[src/rtl/mux_pkg.sv]
// Shared constants and types for the 4-channel byte arbiter and its 4:1 mux.
package mux_pkg;

  localparam int CHANNELS = 4;
  localparam int SEL_W    = 2;
  localparam int DATA_W   = 8;

  // Occupancy of the single-entry output register.
  typedef enum logic {
    EMPTY = 1'b0,
    FULL  = 1'b1
  } state_t;

endpackage : mux_pkg

[src/rtl/mux4_8bit.sv]
// Purely combinational 4:1 byte multiplexer; the arbiter grant drives its select.
module mux4_8bit
  import mux_pkg::*;
(
  input  logic [SEL_W-1:0]  i_sel,
  input  logic [DATA_W-1:0] i_d0,
  input  logic [DATA_W-1:0] i_d1,
  input  logic [DATA_W-1:0] i_d2,
  input  logic [DATA_W-1:0] i_d3,
  output logic [DATA_W-1:0] o_y
);

  // Route the selected channel byte to the output.
  always_comb begin
    o_y = i_d0;
    case (i_sel)
      2'd0:    o_y = i_d0;
      2'd1:    o_y = i_d1;
      2'd2:    o_y = i_d2;
      default: o_y = i_d3;
    endcase
  end

endmodule : mux4_8bit

[src/rtl/rr_arb4_8bit.sv]
// Four-channel round-robin byte arbiter feeding a registered single-entry
// output stage with a valid/ready handshake.
// Build option: define ARB_FIXED_PRIO_EN for fixed priority (channel 0 highest,
// no rotation pointer). Default build is round-robin.
module rr_arb4_8bit
  import mux_pkg::*;
#(
  parameter int WIDTH = DATA_W
) (
  input  logic                clk,
  input  logic                rst,
  input  logic [CHANNELS-1:0] in_valid,
  input  logic [WIDTH-1:0]    in_data0,
  input  logic [WIDTH-1:0]    in_data1,
  input  logic [WIDTH-1:0]    in_data2,
  input  logic [WIDTH-1:0]    in_data3,
  output logic [CHANNELS-1:0] in_ready,
  output logic [SEL_W-1:0]    sel,
  output logic                out_valid,
  output logic [WIDTH-1:0]    out_data,
  output logic [SEL_W-1:0]    out_chan,
  input  logic                out_ready
);

  // First valid channel at or after p, wrapping modulo four. Scanning from the
  // farthest offset down lets the nearest valid channel overwrite the result.
  function automatic logic [SEL_W-1:0] grant_idx(input logic [CHANNELS-1:0] v,
                                                 input logic [SEL_W-1:0]    p);
    logic [SEL_W-1:0] g;
    logic [SEL_W-1:0] idx;
    g = p;
    for (int k = CHANNELS - 1; k >= 0; k--) begin
      idx = p + SEL_W'(k);
      if (v[idx]) g = idx;
    end
    return g;
  endfunction

  state_t            r_state;
  logic [WIDTH-1:0]  r_data;
  logic [SEL_W-1:0]  r_chan;
  logic [SEL_W-1:0]  r_sel;
  logic [SEL_W-1:0]  w_ptr;
  logic [SEL_W-1:0]  w_grant;
  logic [SEL_W-1:0]  w_sel;
  logic [DATA_W-1:0] w_mux_y;
  logic              w_any;
  logic              w_slot_free;
  logic              w_in_xfer;
  logic              w_out_xfer;

`ifdef ARB_FIXED_PRIO_EN
  // Fixed priority: the search always starts at channel 0.
  assign w_ptr = '0;
`else
  logic [SEL_W-1:0] r_ptr;
  assign w_ptr = r_ptr;
`endif

  assign w_any       = |in_valid;
  assign w_grant     = grant_idx(in_valid, w_ptr);
  assign w_slot_free = (r_state == EMPTY) | out_ready;
  // Nothing is accepted while reset is held, so a byte cannot slip past it.
  assign w_in_xfer   = w_any & w_slot_free & ~rst;
  assign w_out_xfer  = (r_state == FULL) & out_ready;
  // With no requester the select parks on its previous value.
  assign w_sel       = rst ? '0 : (w_any ? w_grant : r_sel);

  // One-hot accept for the granted channel only.
  for (genvar gi = 0; gi < CHANNELS; gi++) begin : g_ready
    assign in_ready[gi] = w_in_xfer & (w_grant == SEL_W'(gi));
  end

  mux4_8bit u_mux (
    .i_sel (w_sel),
    .i_d0  (in_data0),
    .i_d1  (in_data1),
    .i_d2  (in_data2),
    .i_d3  (in_data3),
    .o_y   (w_mux_y)
  );

  // Output register, occupancy state, parked select and rotation pointer.
  always_ff @(posedge clk) begin
    if (rst) begin
      r_state <= EMPTY;
      r_data  <= '0;
      r_chan  <= '0;
      r_sel   <= '0;
`ifndef ARB_FIXED_PRIO_EN
      r_ptr   <= '0;
`endif
    end else begin
      r_sel <= w_sel;
      if (w_in_xfer) begin
        // Load (possibly while the old byte leaves on the same edge).
        r_state <= FULL;
        r_data  <= w_mux_y;
        r_chan  <= w_grant;
`ifndef ARB_FIXED_PRIO_EN
        r_ptr   <= w_grant + 1'b1;
`endif
      end else if (w_out_xfer) begin
        r_state <= EMPTY;
      end
    end
  end

  assign out_valid = (r_state == FULL);
  assign out_data  = r_data;
  assign out_chan  = r_chan;
  assign sel       = w_sel;

endmodule : rr_arb4_8bit

[config.mk]
export PLATFORM = sky130hd
export DESIGN_NAME = rr_arb4_8bit
export DESIGN_NICKNAME = d
export VERILOG_FILES = /design/src/rtl/mux_pkg.sv /design/src/rtl/mux4_8bit.sv /design/src/rtl/rr_arb4_8bit.sv
export SDC_FILE = /design/constraint.sdc
export NUM_CORES = 1
export LEC_CHECK = 0
export ABC_AREA = 1
export BUFFER_PORTS_ARGS = -buffer_cell sky130_fd_sc_hd__buf_4
export CORE_MARGIN = 3
export CORE_UTILIZATION = 49
export CTS_BUF_LIST = sky130_fd_sc_hd__clkbuf_4
export DETAILED_ROUTE_END_ITERATION = 7
export PLACE_DENSITY = 0.83
export SETUP_SLACK_MARGIN = 0.4
export SYNTH_ARGS = -nofsm -noshare
export SYNTH_HDL_FRONTEND = slang
export SYNTH_SLANG_ARGS = --single-unit
[constraint.sdc]
create_clock -name clk -period 2 [get_ports clk]
set_input_delay 0.2 -clock clk [delete_from_list [all_inputs] [get_ports clk]]
set_output_delay 0.2 -clock clk [all_outputs]
set_load 0.05 [all_outputs]
After elaboration in Yosys (flattened, before gate mapping)
Cells that the tools add are included.
{"block": "word_totals", "regBits": 15, "rom_bits": 0, "input_bits": 39, "output_inout_bits": 17, "mem_bits_rw": 0, "memories": 0, "latch_bits": 0}
{"block": "op_classes", "n_reduce_logical": 4, "multipliers": 0, "n_bitwise": 10, "eq_ne": 5, "shift": 0, "magnitude_cmp": 4, "div": 0, "add_sub_neg": 4, "muxes": 17}
{"operator": "$pmux W8 S3", "count": 1}
{"operator": "$lt A2 B3 Y1 const B", "count": 4}
{"operator": "$mux W2", "count": 6}
{"operator": "$bmux W1 S2", "count": 4}
{"operator": "$and A1 B1 Y1", "count": 7}
{"operator": "$eq A2 B2 Y1 const B", "count": 3}
{"operator": "$mux W1", "count": 6}
{"operator": "$add A2 B1 Y2 const B", "count": 2}
{"operator": "$add A2 B2 Y2 const B", "count": 2}
{"operator": "$eq A2 B1 Y1 const B", "count": 2}
{"operator": "$logic_not A2 Y1", "count": 2}
{"operator": "$reduce_or A4 Y1", "count": 1}
{"operator": "$not A1 Y1", "count": 2}
{"operator": "$reduce_bool A2 Y1", "count": 1}
{"operator": "$or A1 B1 Y1", "count": 1}

Logic depth before layout (Yosys ltp)
Gate-level depths: netlist of the first run.
{"block": "depth", "word_depth": 11, "ltp_mapped": 18}

Hierarchy
A second synthesis of the first run with hierarchy kept.
{"block": "hier_totals", "cells_unflattened": 176, "hier_area_um2": 1129.8}
{"mod": "rr_arb4_8bit", "n_inst": 1, "seq_area_each_um2": 300.3, "area_per_inst_um2": 865.8, "cells_each": 129}
{"mod": "mux4_8bit", "n_inst": 1, "seq_area_each_um2": 0.0, "area_per_inst_um2": 264.0, "cells_each": 47}

Least setup slack after synthesis of the first run
No wires, ideal clock.
{"block": "synth_timing", "kind": "register -> output", "from": "reg r_ptr[0]", "to": "out in_ready[0]", "t_arrival_ns": 1.934, "n_path_buf": 1, "setup_slack_ns": -0.134, "t_required_ns": 1.800, "stages_incl_launch_ff": 16, "cell_sequence": "dfxtp_1 -> buf_6 -> inv_6 -> nand2_1 -> nand2_1 -> nand2_2 -> nand2_1 -> inv_2 -> nand2_1 -> nand2_1 -> nand2_2 -> nand2_1 -> inv_1 -> ha_1 -> inv_1 -> nor2_1"}
{"block": "synth_between", "elab_chain_len": 9}
{"element": "start: declaration", "line_no": "rr_arb4_8bit.sv:56", "source": "logic [SEL_W-1:0] r_ptr;"}
{"element": "start signal: assignment", "line_no": "rr_arb4_8bit.sv:101", "source": "r_ptr <= w_grant + 1'b1;"}
{"element": "$add A2 B2 Y2", "line_no": "rr_arb4_8bit.sv:33", "source": "idx = p + SEL_W'(k);"}
{"element": "$bmux W1 S2", "line_no": "rr_arb4_8bit.sv:34", "source": "if (v[idx]) g = idx;"}
{"element": "$mux W1 (not written as such)", "line_no": "rr_arb4_8bit.sv:34"}
{"element": "$mux W2 (3 in series)", "line_no": "rr_arb4_8bit.sv:34"}
{"element": "$mux W2 *", "line_no": "rr_arb4_8bit.sv:34"}
{"element": "net w_grant[0]", "line_no": "rr_arb4_8bit.sv:44", "source": "logic [SEL_W-1:0] w_grant;"}
{"element": "$logic_not A2 Y1 *", "line_no": "rr_arb4_8bit.sv:71", "source": "assign in_ready[gi] = w_in_xfer & (w_grant == SEL_W'(gi));"}
{"element": "$and A1 B1 Y1 *", "line_no": "rr_arb4_8bit.sv:71"}
{"element": "end: declaration", "line_no": "rr_arb4_8bit.sv:17", "source": "output logic [CHANNELS-1:0] in_ready,"}
The timed path passes the listed nets; every way through them passes the cells marked *. The select of a mux whose other input is x is not followed.

Worst setup path in the final report of the first run
{"block": "layout_timing", "from": "reg r_ptr[0]", "to": "out in_ready[2]"}
{"block": "layout_between", "elab_chain_len": 9}
{"element": "$add A2 B2 Y2", "line_no": "rr_arb4_8bit.sv:33"}
{"element": "$bmux W1 S2", "line_no": "rr_arb4_8bit.sv:34"}
{"element": "$mux W1 (not written as such)", "line_no": "rr_arb4_8bit.sv:34"}
{"element": "$mux W2 (3 in series)", "line_no": "rr_arb4_8bit.sv:34"}
{"element": "$mux W2 *", "line_no": "rr_arb4_8bit.sv:34"}
{"element": "net w_grant[0]", "line_no": "rr_arb4_8bit.sv:44"}
{"element": "$eq A2 B2 Y1 *", "line_no": "rr_arb4_8bit.sv:71"}
{"element": "$and A1 B1 Y1 *", "line_no": "rr_arb4_8bit.sv:71"}
Marked as above.

==> results of run 1 <==
-- worst min path at each step --
| stage | endpoint | cells after the start | from | slack, ns |
|---|---|---|---|---|
| after global placement | out_data[6]$_SDFFE_PP0P_ | 2 | out_data[6]$_SDFFE_PP0P_ | 0.47 |
| after CTS | out_data[5]$_SDFFE_PP0P_ | 2 | rst | 0.17 |
| final | out_data[4]$_SDFFE_PP0P_ | 2 | rst | 0.17 |
| after detailed placement | out_data[0]$_SDFFE_PP0P_ | 2 | out_data[0]$_SDFFE_PP0P_ | 0.47 |
| after floorplan | out_valid$_SDFFE_PP0P_ | 3 | rst | 0.40 |
| after global routing | out_data[5]$_SDFFE_PP0P_ | 2 | rst | 0.17 |
-- flip-flops by register name (all words and copies together), names as in the netlist --
register,cells
r_ptr,2
r_sel,2
out_valid,1
out_chan,2
out_data,8
-- layer usage --
layer / global-route usage / share of wire / vias up / wire [um]
met5: 0 / 0 / - / 0
met1: 0.292 / 0.36 / 739 / 1620
met4: 0.129 / 0.044 / 0 / 197
li1: - / - / 771 / -
met3: 0.0535 / 0.066 / 24 / 296
met2: 0.471 / 0.53 / 91 / 2360
-- report_power, final --
part / leakage (uW) / internal (uW) / total, uW / switching (uW)
combinational: 0.000996 / 525 / 1260 / 738
clock: 0.0000184 / 91.4 / 203 / 111
sequential: 0.000125 / 343 / 379 / 36.2
-- cell type report --
| class | instances | area share |
|---|---|---|
| Tap cell | 30 | 0.0168 |
| Multi-Input combinational cell | 139 | 0.454 |
| Clock buffer | 4 | 0.0134 |
| Inverter | 39 | 0.0796 |
| Timing Repair Buffer | 75 | 0.298 |
| Sequential cell | 15 | 0.138 |
-- cells in the mapped netlist, types with 2 or more instances --
library cell,instances
buf_12,2
nand3_2,12
a21o_1,4
nand2_1,56
ha_1,4
a21oi_1,10
inv_2,7
dfxtp_1,15
a21oi_2,8
nand2_2,5
nand3_1,19
o21ai_1,4
clkbuf_1,2
inv_1,30
nor2_1,5
nand2_4,3
o21ai_0,4
-- timing repair --
action,CTS,global route
gates resized for setup,55,17
gates cloned,1,0
endpoints found under the setup margin,18,19
pin swaps,33,13
buffers inserted,15,0
-- critical path, delay by kind of cell, from the launching register on --
kind | cells | cell delay [ns]
fa+ha+maj | 1 | 0.14
buf+inv | 4 | 0.41
flops | 1 | 0.41
simple gates | 10 | 0.73
-- metrics by stage --
step	setup TNS (ns)	cells
after CTS	-0.383	302
after floorplan	0	199
after global placement	0	282
after global routing	-2.81	302
final	-1.49	302
after detailed placement	-0.0760	282
-- kinds of logic (layout without fill, tap and decap cells) --
group                      count (synthesis)  count (layout)
and+or+nand+nor                          105             105
buffers and inverters                     45             118
AOI/OAI and AO/OA                         30              30
DFF                                       15              15
adders and majority gates                  4               4
==> results.tsv, run 1 <==
metric	value	unit
wirelength	4.47	mm
critPathSlowestCell	dfxtp_4	
syn_area_per_cell	6.63	sq um
power.density	826	nW/um^2
endpoint_kind	output pin	
synth_mux_area_frac	0	
r2r-start	r_ptr[0]$_SDFFE_PP0P_	
crit_fanout	6	
initial_utilization	0.523	
die_area	3350	sq um
place_congestion	0.784	
drt_first_iter_violations	84	
place_area	1790	sq um
antenna_found_initial	0	
nets	316	
status	finished with violations	
cp-start-kind	flip-flop	
clockRootBuffer	clkbuf_4	
cts_tree	built	
rsz0062_at_grt	true	
critPathMaxStageDelay	0.41	ns
worst_slack	-0.203	ns
yosysWarnings	0	
pre_cts_ws	-0.0189	ns
ant_nets	0	
max-vdd-ir-drop	0.000839	V
htreeDepth	1	
cts-hold-fix-buffers	0	
finalMaxSlewViolations	0	
io_buffers	55	
cts_buffers	3	
grt_pass1_wl	6.88	mm
synth_cell_types	26	
grt_start_max_net_pins	20	
min_period	2.20	ns
grt_pass1_vias	1598	
synthAdderAreaFrac	0.0379	
vias_per_cell	5.38	
hpwl	2.48	mm
reg2regPathDepth	17	
finalCritPeriodShare	1.10	
crit_end	in_ready[2]	
ys_seq_area_frac	0.227	
layout.cells.most_common	buf_4	
regToRegSetupSlack	-0.09	ns
worstPathRequired	1.80	ns
cts_sinks	15	
p_leak	0.00114	uW
grtUsageTotal	0.262	
arrival	2.00	ns
drive_above_1_share	0.614	
std_cell_rows	18	
n_antenna_cell	0	
violations	negative setup slack	
drt_pass1_iterations	4	
final_core_util	0.885	
core_region_area	2520	sq um
synth_ff_type	dfxtp_1	
skew	0.00442	ns
overflow	0	
fin_hold_ws	0.172	ns
clock_path_buffers	2	
synth.cell_area	1320	sq um
die_w	57.9	um
syn_nets	242	
worst_pin_slew	0.484	ns
wl_per_cell	14.8	um
cp-startpoint	r_ptr[0]$_SDFFE_PP0P_	
synth-compound-area-share	0.144	
fmax	454	MHz
fp.dieH	57.9	um
path_clk_slew	0.10	ns
reg2reg_to	out_data[6]$_SDFFE_PP0P_	
ys_ff_latch	15	
synth_area_leaders	dfxtp_1 (23%), nand2_1 (16%), nand3_2 (9.1%)	
nFillCells	126	
synth_top_family_by_area	simple AND/OR/NAND/NOR gates	
final-seq-area	309	sq um
setup_viol	14	
fin_area	2230	sq um
yosys.area.top_type	dfxtp_1	
synthSimpleGateAreaFrac	0.427	
setup.worst_path.class	flip-flop to output pin	
max_cap_violations	0	
io_pins	56	
async_flop_share	0	
clk_latency	0.30	ns
min_path_type	input port to flip-flop	
synth_edf_count	0	
synth_cells	199	
drc	0	
final_cell_mix	buf_4 (62), nand2_1 (41), inv_1 (24)	
design_power_total	1840	uW
cpMostUsedCell	nand2_2	
finalHoldViolCount	0	
multi_input_area	1010	sq um
synth-xor-area-share	0	
vias	1625	
area_delta_synth_final	69.2	%
slew_headroom	0.675	
path_cells	buf_6 -> nand2_2 -> nand2_2 -> nand2_2 -> nand2_2 -> nand2_2 -> nand2_2 -> nand2_2 -> nand2_2 -> nand2_4 -> inv_4 -> ha_4 -> inv_4 -> nor2_4 -> buf_8	
synth_top_area_share	0.227	
No activity file was read; power rests on OpenSTA's default activity.
==> inputs of run 2 (changes only) <==
--- a/config.mk
+++ b/config.mk
@@ -8,10 +8,10 @@
 export ABC_AREA = 1
 export BUFFER_PORTS_ARGS = -buffer_cell sky130_fd_sc_hd__buf_4
 export CORE_MARGIN = 3
-export CORE_UTILIZATION = 49
+export CORE_UTILIZATION = 53
 export CTS_BUF_LIST = sky130_fd_sc_hd__clkbuf_4
 export DETAILED_ROUTE_END_ITERATION = 7
-export PLACE_DENSITY = 0.83
+export PLACE_DENSITY = 0.88
 export SETUP_SLACK_MARGIN = 0.4
 export SYNTH_ARGS = -nofsm -noshare
 export SYNTH_HDL_FRONTEND = slang
==> constraint.sdc (replaced) <==
create_clock -name clk -period 2.7 [get_ports clk]
set_input_delay 0.27 -clock clk [delete_from_list [all_inputs] [get_ports clk]]
set_output_delay 0.27 -clock clk [all_outputs]
set_load 0.05 [all_outputs]
==> run 2 against run 1 <==
The flow now finishes without violations. Worst setup slack improved by 0.69 ns. Sequential share of layout area increased by 2.8 points. Clock-buffer cell count shrank 1. Via count down 13%. Combinational power decreased by 48%. Non-clock buffer count shrank 17. Cell area is 18% lower. Critical path type unchanged. Die area shrank 6.8%. First-iteration DRC count shrank 73%. Routed wire length fell by 26%. Clock skew up 0.0099 ns.
==> results.tsv, run 2 (same netlist as run 1, synthesis figures left out) <==
metric	value	unit
worst_slack	0.483	ns
drt_pass1_iterations	4	
reg2regPathDepth	15	
drt_first_iter_violations	23	
worst_pin_slew	0.402	ns
max_cap_violations	0	
fmax	451	MHz
cp-start-kind	flip-flop	
worstPathRequired	2.43	ns
clk_latency	0.30	ns
grt_pass1_wl	5.25	mm
htreeDepth	1	
antenna_found_initial	0	
n_antenna_cell	0	
final_cell_mix	buf_4 (52), nand2_1 (49), inv_1 (29)	
setup_tns	0	ns
path_cells	buf_6 -> nand2_2 -> nand2_2 -> nand2_2 -> nand2_1 -> inv_2 -> nand2_1 -> nand3_1 -> nand2_2 -> inv_2 -> ha_1 -> inv_1 -> nor2_2 -> buf_6	
vias	1420	
place_congestion	0.820	
min_to	out_data[4]$_SDFFE_PP0P_	
clock_path_buffers	2	
pre_cts_ws	0.557	ns
grtUsageTotal	0.211	
slew_headroom	0.730	
cts_tree	built	
final_cells	283	
cts_sinks	15	
skew	0.0143	ns
rsz0062_at_grt	true	
regToRegSetupSlack	0.85	ns
finalCritPeriodShare	0.821	
arrival	1.95	ns
setup_viol	0	
wirelength	3.30	mm
largest_reg_flops	8	
io_pins	56	
setup.worst_path.class	flip-flop to output pin	
overflow	0	
critPathSlowestCell	dfxtp_4	
clockRootBuffer	clkbuf_4	
core_region_area	2300	sq um
initial_utilization	0.575	
grt_pass1_vias	1280	
critPathMaxStageDelay	0.41	ns
grt_start_max_net_pins	27	
area_delta_synth_final	39.0	%
r2r-start	r_ptr[0]$_SDFFE_PP0P_	
min_period	2.22	ns
ant_nets	0	
cts-hold-fix-buffers	0	
die_area	3130	sq um
p_leak	0.000997	uW
place_area	1700	sq um
drc	0	
fp.dieH	55.9	um
std_cell_rows	17	
crit_fanout	6	
cts_buffers	3	
status	completed	
reg2reg_to	out_data[0]$_SDFFE_PP0P_	
die_w	55.9	um
max-vdd-ir-drop	0.000418	V
dp_cells	276	
wl_per_cell	11.6	um
cpMostUsedCell	nand2_2	
layout.cells.most_common	buf_4	
path_clk_slew	0.10	ns
nets	299	
hp-start	rst	
hpwl	2.40	mm
power.density	581	nW/um^2
io_buffers	55	
drive_above_1_share	0.463	
endpoint_kind	output pin	
finalHoldViolCount	0	
finalMaxSlewViolations	0	
vias_per_cell	5.02	
min_path_type	input port to flip-flop	
fin_area	1830	sq um
nFillCells	175	
holdPathStages	2	
-- run 2: layout make-up --
type	instances	area, sq um	area share
multi-input cells	139	848	0.462
clock inverters	1	5.00	0.00273
clock buffers	3	22.5	0.0123
well taps	28	35.0	0.0191
flip-flops and latches	15	305	0.166
inverters	39	160	0.0873
repair buffers	58	458	0.250
-- run 2: worst max path at each step --
stage | from | cells after the start | end
after detailed placement | r_ptr[0]$_SDFFE_PP0P_ | 14 | in_ready[0]
after global placement | r_ptr[0]$_SDFFE_PP0P_ | 14 | in_ready[0]
after CTS | r_ptr[1]$_SDFFE_PP0P_ | 14 | in_ready[0]
after floorplan | r_ptr[0]$_SDFFE_PP0P_ | 15 | in_ready[0]
after global routing | r_ptr[0]$_SDFFE_PP0P_ | 15 | in_ready[0]
final | r_ptr[0]$_SDFFE_PP0P_ | 14 | in_ready[0]
-- run 2: critical path, delay by kind of cell, from the launching register on --
family                     cells  cell delay (ns)
adders and majority gates      1             0.19
DFF                            1             0.41
and+or+nand+nor                8             0.61
buffers and inverters          5             0.44
-- run 2: metrics by stage --
| step | utilization | power, uW | hold slack (ns) |
|---|---|---|---|
| after floorplan | - | 743 | 0.475 |
| after global placement | 0.742 | 864 | 0.467 |
| after detailed placement | 0.742 | 872 | 0.469 |
| after CTS | 0.756 | 1010 | 0.221 |
| after global routing | 0.798 | 1140 | 0.225 |
| final | 0.798 | 1070 | 0.228 |
-- run 2: timing repair --
action	in CTS	in global routing
pin swaps	0	7
endpoints found under the setup margin	6	6
resized for setup	3	27
hold endpoints to repair	0	0
buffers inserted	0	3
-- run 2: routing by layer --
| metal | up-vias | share of wire | track usage |
|---|---|---|---|
| li1 | 734 | - | - |
| met1 | 631 | 0.39 | 0.230 |
| met2 | 47 | 0.51 | 0.370 |
| met3 | 8 | 0.068 | 0.0603 |
| met4 | 0 | 0.034 | 0.108 |
| met5 | - | 0 | 0 |
-- run 2: report_power, final --
| part | internal (uW) | switching (uW) | leakage [uW] |
|---|---|---|---|
| sequential | 254 | 22.4 | 0.000125 |
| clock | 55.3 | 80.8 | 0.0000177 |
| combinational | 234 | 419 | 0.000854 |
